==> src/rtl/v_pkg.sv <==
// Shared vector-issue definitions: opcode constants, queue entry layout, opcode classifiers.
// Latency: none (types and pure functions only).
// Backpressure: n/a.
package v_pkg;

  localparam int V_XLEN = 32;

  localparam logic [6:0] OPC_LTYPE = 7'b0000111;  // vector load
  localparam logic [6:0] OPC_STYPE = 7'b0100111;  // vector store
  localparam logic [6:0] OPC_RTYPE = 7'b1010111;  // OP-V
  localparam logic [2:0] OP_SET    = 3'b111;      // funct3 of vsetvl-class under OP-V

  typedef struct packed {
    logic [31:0]       instr;
    logic [V_XLEN-1:0] rs1;
    logic [V_XLEN-1:0] rs2;
  } v_issue_entry_t;

  function automatic logic is_v_opcode(input logic [6:0] opc);
    return (opc == OPC_LTYPE) || (opc == OPC_STYPE) || (opc == OPC_RTYPE);
  endfunction

  function automatic logic is_vconfig(input logic [31:0] instr);
    return (instr[6:0] == OPC_RTYPE) && (instr[14:12] == OP_SET);
  endfunction

endpackage

==> src/rtl/v_fifo_mem.sv <==
// DEPTH x W register-file storage: one synchronous write port, one asynchronous read port.
// Latency: write visible on read port the cycle after the write edge.
// Backpressure: none; the owner decides when to write.
// Ports: clk, we/waddr/wdata (write), raddr/rdata (read).
module v_fifo_mem #(
  parameter int DEPTH = 4,
  parameter int W     = 96,
  localparam int AW   = $clog2(DEPTH)
) (
  input  logic          clk,
  input  logic          we,
  input  logic [AW-1:0] waddr,
  input  logic [W-1:0]  wdata,
  input  logic [AW-1:0] raddr,
  output logic [W-1:0]  rdata
);

  logic [W-1:0] mem [DEPTH];

  // Contents are never reset; occupancy tracking in the owner masks stale data.
  always_ff @(posedge clk) begin
    if (we) mem[waddr] <= wdata;
  end

  assign rdata = mem[raddr];

endmodule

==> src/rtl/v_issue_queue.sv <==
// In-order buffer of vector instructions + scalar operands between core dispatch and vector decode.
// Latency: an accepted entry reaches the outputs one cycle later at the earliest (no fall-through).
// Backpressure: in_ready drops at full; issue stalls after a vconfig pops until cfg_done.
// Ports: clk/rst/flush; in_* push side; out_* issue side; cfg_done/cfg_wait barrier;
//        illegal pulse for rejected opcodes; count = occupancy.
module v_issue_queue
  import v_pkg::*;
#(
  parameter int DEPTH = 4,
  parameter int XLEN  = 32,
  localparam int AW   = $clog2(DEPTH),
  localparam int CW   = $clog2(DEPTH + 1)
) (
  input  logic            clk,
  input  logic            rst,
  input  logic            flush,
  input  logic            in_valid,
  output logic            in_ready,
  input  logic [31:0]     in_instr,
  input  logic [XLEN-1:0] in_rs1,
  input  logic [XLEN-1:0] in_rs2,
  output logic            out_valid,
  input  logic            out_ready,
  output logic [31:0]     out_instr,
  output logic [XLEN-1:0] out_rs1,
  output logic [XLEN-1:0] out_rs2,
  input  logic            cfg_done,
  output logic            cfg_wait,
  output logic            illegal,
  output logic [CW-1:0]   count
);

  localparam int EW = 32 + 2 * XLEN;

  logic [AW-1:0] rd_ptr, wr_ptr;
  logic [EW-1:0] head;
  logic          accept, legal, push, pop, empty;

  assign empty     = (count == '0);
  assign in_ready  = (count != CW'(DEPTH));
  assign out_valid = !empty && !cfg_wait;

  assign accept = in_valid && in_ready;
  assign legal  = is_v_opcode(in_instr[6:0]);
  // Flush overrides the handshakes: nothing is stored or consumed that cycle.
  assign push   = accept && legal && !flush;
  assign pop    = out_valid && out_ready && !flush;

  v_fifo_mem #(.DEPTH(DEPTH), .W(EW)) u_mem (
    .clk   (clk),
    .we    (push),
    .waddr (wr_ptr),
    .wdata ({in_instr, in_rs1, in_rs2}),
    .raddr (rd_ptr),
    .rdata (head)
  );

  // Storage is unreset, so blank the outputs while empty.
  assign out_instr = empty ? '0 : head[EW-1 -: 32];
  assign out_rs1   = empty ? '0 : head[2*XLEN-1 -: XLEN];
  assign out_rs2   = empty ? '0 : head[XLEN-1:0];

  always_ff @(posedge clk) begin
    if (rst) begin
      count    <= '0;
      rd_ptr   <= '0;
      wr_ptr   <= '0;
      cfg_wait <= 1'b0;
      illegal  <= 1'b0;
    end else begin
      // Reject is reported even when a flush lands in the same cycle.
      illegal <= accept && !legal;
      if (flush) begin
        count    <= '0;
        rd_ptr   <= '0;
        wr_ptr   <= '0;
        cfg_wait <= 1'b0;
      end else begin
        if (push) wr_ptr <= wr_ptr + 1'b1;  // DEPTH is a power of two: wrap is free
        if (pop)  rd_ptr <= rd_ptr + 1'b1;
        case ({push, pop})
          2'b10:   count <= count + 1'b1;
          2'b01:   count <= count - 1'b1;
          default: count <= count;
        endcase
        // pop implies !cfg_wait, so setting and clearing never collide;
        // a cfg_done coinciding with the vconfig pop is therefore ignored.
        if (cfg_wait && cfg_done)
          cfg_wait <= 1'b0;
        else if (pop && is_vconfig(head[EW-1 -: 32]))
          cfg_wait <= 1'b1;
      end
    end
  end

endmodule

==> config.mk <==
export PLATFORM = sky130hd
export DESIGN_NAME = v_issue_queue
export DESIGN_NICKNAME = d
export VERILOG_FILES = /design/src/rtl/v_pkg.sv /design/src/rtl/v_fifo_mem.sv /design/src/rtl/v_issue_queue.sv
export SDC_FILE = /design/constraint.sdc
export NUM_CORES = 1
export LEC_CHECK = 0
export BUFFER_PORTS_ARGS = -buffer_cell sky130_fd_sc_hd__clkbuf_2
export CAP_MARGIN = 20
export CORE_ASPECT_RATIO = 1.1
export CORE_MARGIN = 3
export CORE_UTILIZATION = 45
export DETAILED_ROUTE_END_ITERATION = 6
export SYNTH_ARGS = -nofsm -noshare
export SYNTH_HDL_FRONTEND = slang
export SYNTH_SLANG_ARGS = --single-unit
==> constraint.sdc <==
create_clock -name clk -period 4.3 [get_ports clk]
set_input_delay 0.645 -clock clk [delete_from_list [all_inputs] [get_ports clk]]
set_output_delay 0.645 -clock clk [all_outputs]
set_load 0.05 [all_outputs]
==> run metrics <==
required time of the critical path=3.65 ns; Tcrit/Tclk final=0.757; M2 GR Usage=0.274; Final Hold Viols=0; P_int=6.06 mW; Critical Path Max Stage Delay=0.64 ns; Yosys reg bits=395; Max-Cap Viols=0; Worst Tran Pin Value=0.720 ns; Routed wire per std cell=21.9 microns; CP Cell Sequence=buf_12 -> mux4_2 -> nor2b_1 -> clkbuf_2; Final nets=1015; GRT Overall Usage=0.165; Distinct cells, synth=30; startpoint types=register; cell total after placement=1291; total gr overflow=0; Slew Limit Headroom=0.520; Rows=69; Port Buffer Count=204; maximum vdd drop=0.258 mV; ys flop type=edfxtp_1; final setup margin=1.04 ns; die area=0.0358 sq mm; worst reg2reg setup slack=1.59 ns; PD cells=418 mW/mm^2; DR vias=7143; synthesized area=0.0151 sq mm; final clock skew=0.0113 ns; fin crit period=3.26 ns; HP Class=in -> reg; DP Worst Slack=1.24 ns; Setup-failing EPs final=0; CTS Buf Count=40; post-cts resize count=0; fraction of layout instances using a drive strength above 1=0.407; CTS max path bufs=3; initial antenna violation count=2; ys async rst share=0; synth-to-layout area growth=18.4%; Final GP Congestion=0.719; vias in the first global route=7555; final core occ=0.546; htree depth=2; CTS clk-pin slew, worst paths=0.06 ns; Yosys Warn Count=0; post-route ant nets=0; Slowest cell on crit path=mux4_2; CTS tree=built; syn avg cell area=22.4 sq um; CP endpoint kind=output port; Die Y=198 microns; cts-stage hold buffer count=0; Setup CP Type=reg -> out; Placeable Area=0.0327 sq mm; clk sinks=395; global-route wire length before repair=45400 microns; Starting DRT DRC Count=489; number of synthesized flops with an enable pin=384; cell family with most CP delay=buffers and inverters; Pwr Total=7.47 mW; fmax=0.307 GHz; drt first pass iters=7; DR vias/cell=5.25; unrepaired setup endpoints after global routing=no; Syn Nets=783; max-slew violations=0; CP bufs+invs=2; Ports=205; setup TNS=0 ns; effective utilization at floorplan=0.462; routing usage on met1=0.226; setup bufs post-CTS=0; arrival time worst endpoint=2.61 ns; global route hottest layer=met2; Die W=181 microns; final wirelength=29800 microns; Logic pwr share=0.014; CP Depth=4; synthesized netlist cell count=675; post-DP HPWL=18400 microns; largest net degree at the start of global routing=72; Finished Layout Cells=1361; Min-Delay Path Depth=1; Root Buffer=clkbuf_16; Residual DRC=0; Pleak=5.93 nW; sequential power share=0.565; post-synthesis sequential area ratio=0.778; switch share=0.189; Worst-Skew Late Latency=0.52 ns; status=finished clean; grt met3 use=0.0329; Clk network pwr share=0.421; crit path max fanout=53; Switch Pwr=1.41 mW; Register-to-Register Path Depth=10
## flip-flops by register name, indices dropped and copies added, names as in the netlist, named ones only
register,flops
u_mem.mem,384
count,3
rd_ptr,2
wr_ptr,2
cfg_wait,1
illegal,1
## power groups by stage
stage,sequential (mW),clock [mW],combinational (mW)
2_1_floorplan,4.31,0,0.0135
3_3_place_gp,4.30,0,0.103
3_5_place_dp,4.30,0,0.106
4_1_cts,4.22,3.23,0.106
5_1_grt,4.22,3.38,0.116
6_report,4.22,3.15,0.105
## logic make-up after synthesis
group,synth area share
and+or+nand+nor,0.0532
DFF,0.778
adders and majority gates,0.00547
AOI/OAI and AO/OA,0.00273
muxes,0.144
xor gates and xnor gates,0.00290
buffers and inverters,0.0138
## cell usage after synthesis (3+ instances only)
master	n	area share
and2_1	5	0.0021
buf_6	3	0.0022
xnor2_1	3	0.0017
nor2_1	13	0.0032
nor2b_1	96	0.040
clkbuf_1	12	0.0030
mux4_2	96	0.14
inv_1	6	0.0015
edfxtp_1	384	0.76
buf_4	7	0.0035
ha_1	5	0.0041
dfxtp_1	11	0.015
and4b_1	3	0.0020
buf_2	11	0.0036
## worst paths after layout
kind,startpoint,end
setup / recovery,register,out_instr[13]
setup reg to reg,count[2],count[2]
hold reg to reg,rd_ptr[1],register
hold / removal,in_rs2[13],u_mem.mem[2][13]
## stage by stage
step / cell area [sq um] / hold WS, ns
global route: 17900 / 0.322
global placement: 16700 / 0.506
CTS: 17900 / 0.315
floorplan: 15100 / 0.490
finish: 17900 / 0.342
detailed placement: 16700 / 0.510
## layout make-up
cell class,instances,area (sq um)
Fill cell,2581,14800
Sequential cell,395,11800
Multi-Input combinational cell,241,3160
Timing Repair Buffer,223,1230
Clock buffer,50,1060
Tap cell,426,533
Clock inverter,19,118
Inverter,6,22.5
Antenna cell,1,2.50
## cell usage in the layout, fill, tap and decap left out, types with 2 or more instances in the layout
cell type  instances
dfxtp_4            2
and4b_1            3
ha_1               5
buf_4             14
mux4_2            96
nor2_1            13
o21ai_0            2
inv_6              2
clkbuf_16         41
clkbuf_2         204
a21oi_1            2
buf_12             5
edfxtp_1         384
and2_4             4
clkbuf_1           9
xnor2_1            3
nor2b_1           96
clkinv_2           5
xor2_1             2
clkinv_1          10
dfxtp_1            9
inv_1              6
and3b_1            2
## per-layer routing
metal,wire [microns],up-vias,share of wire
met3,1480,49,0.050
met1,12800,3705,0.43
met2,15000,185,0.50
li1,-,3202,-
met5,9,-,0.00030
met4,529,2,0.018
Power figures use the tool's default switching activity.
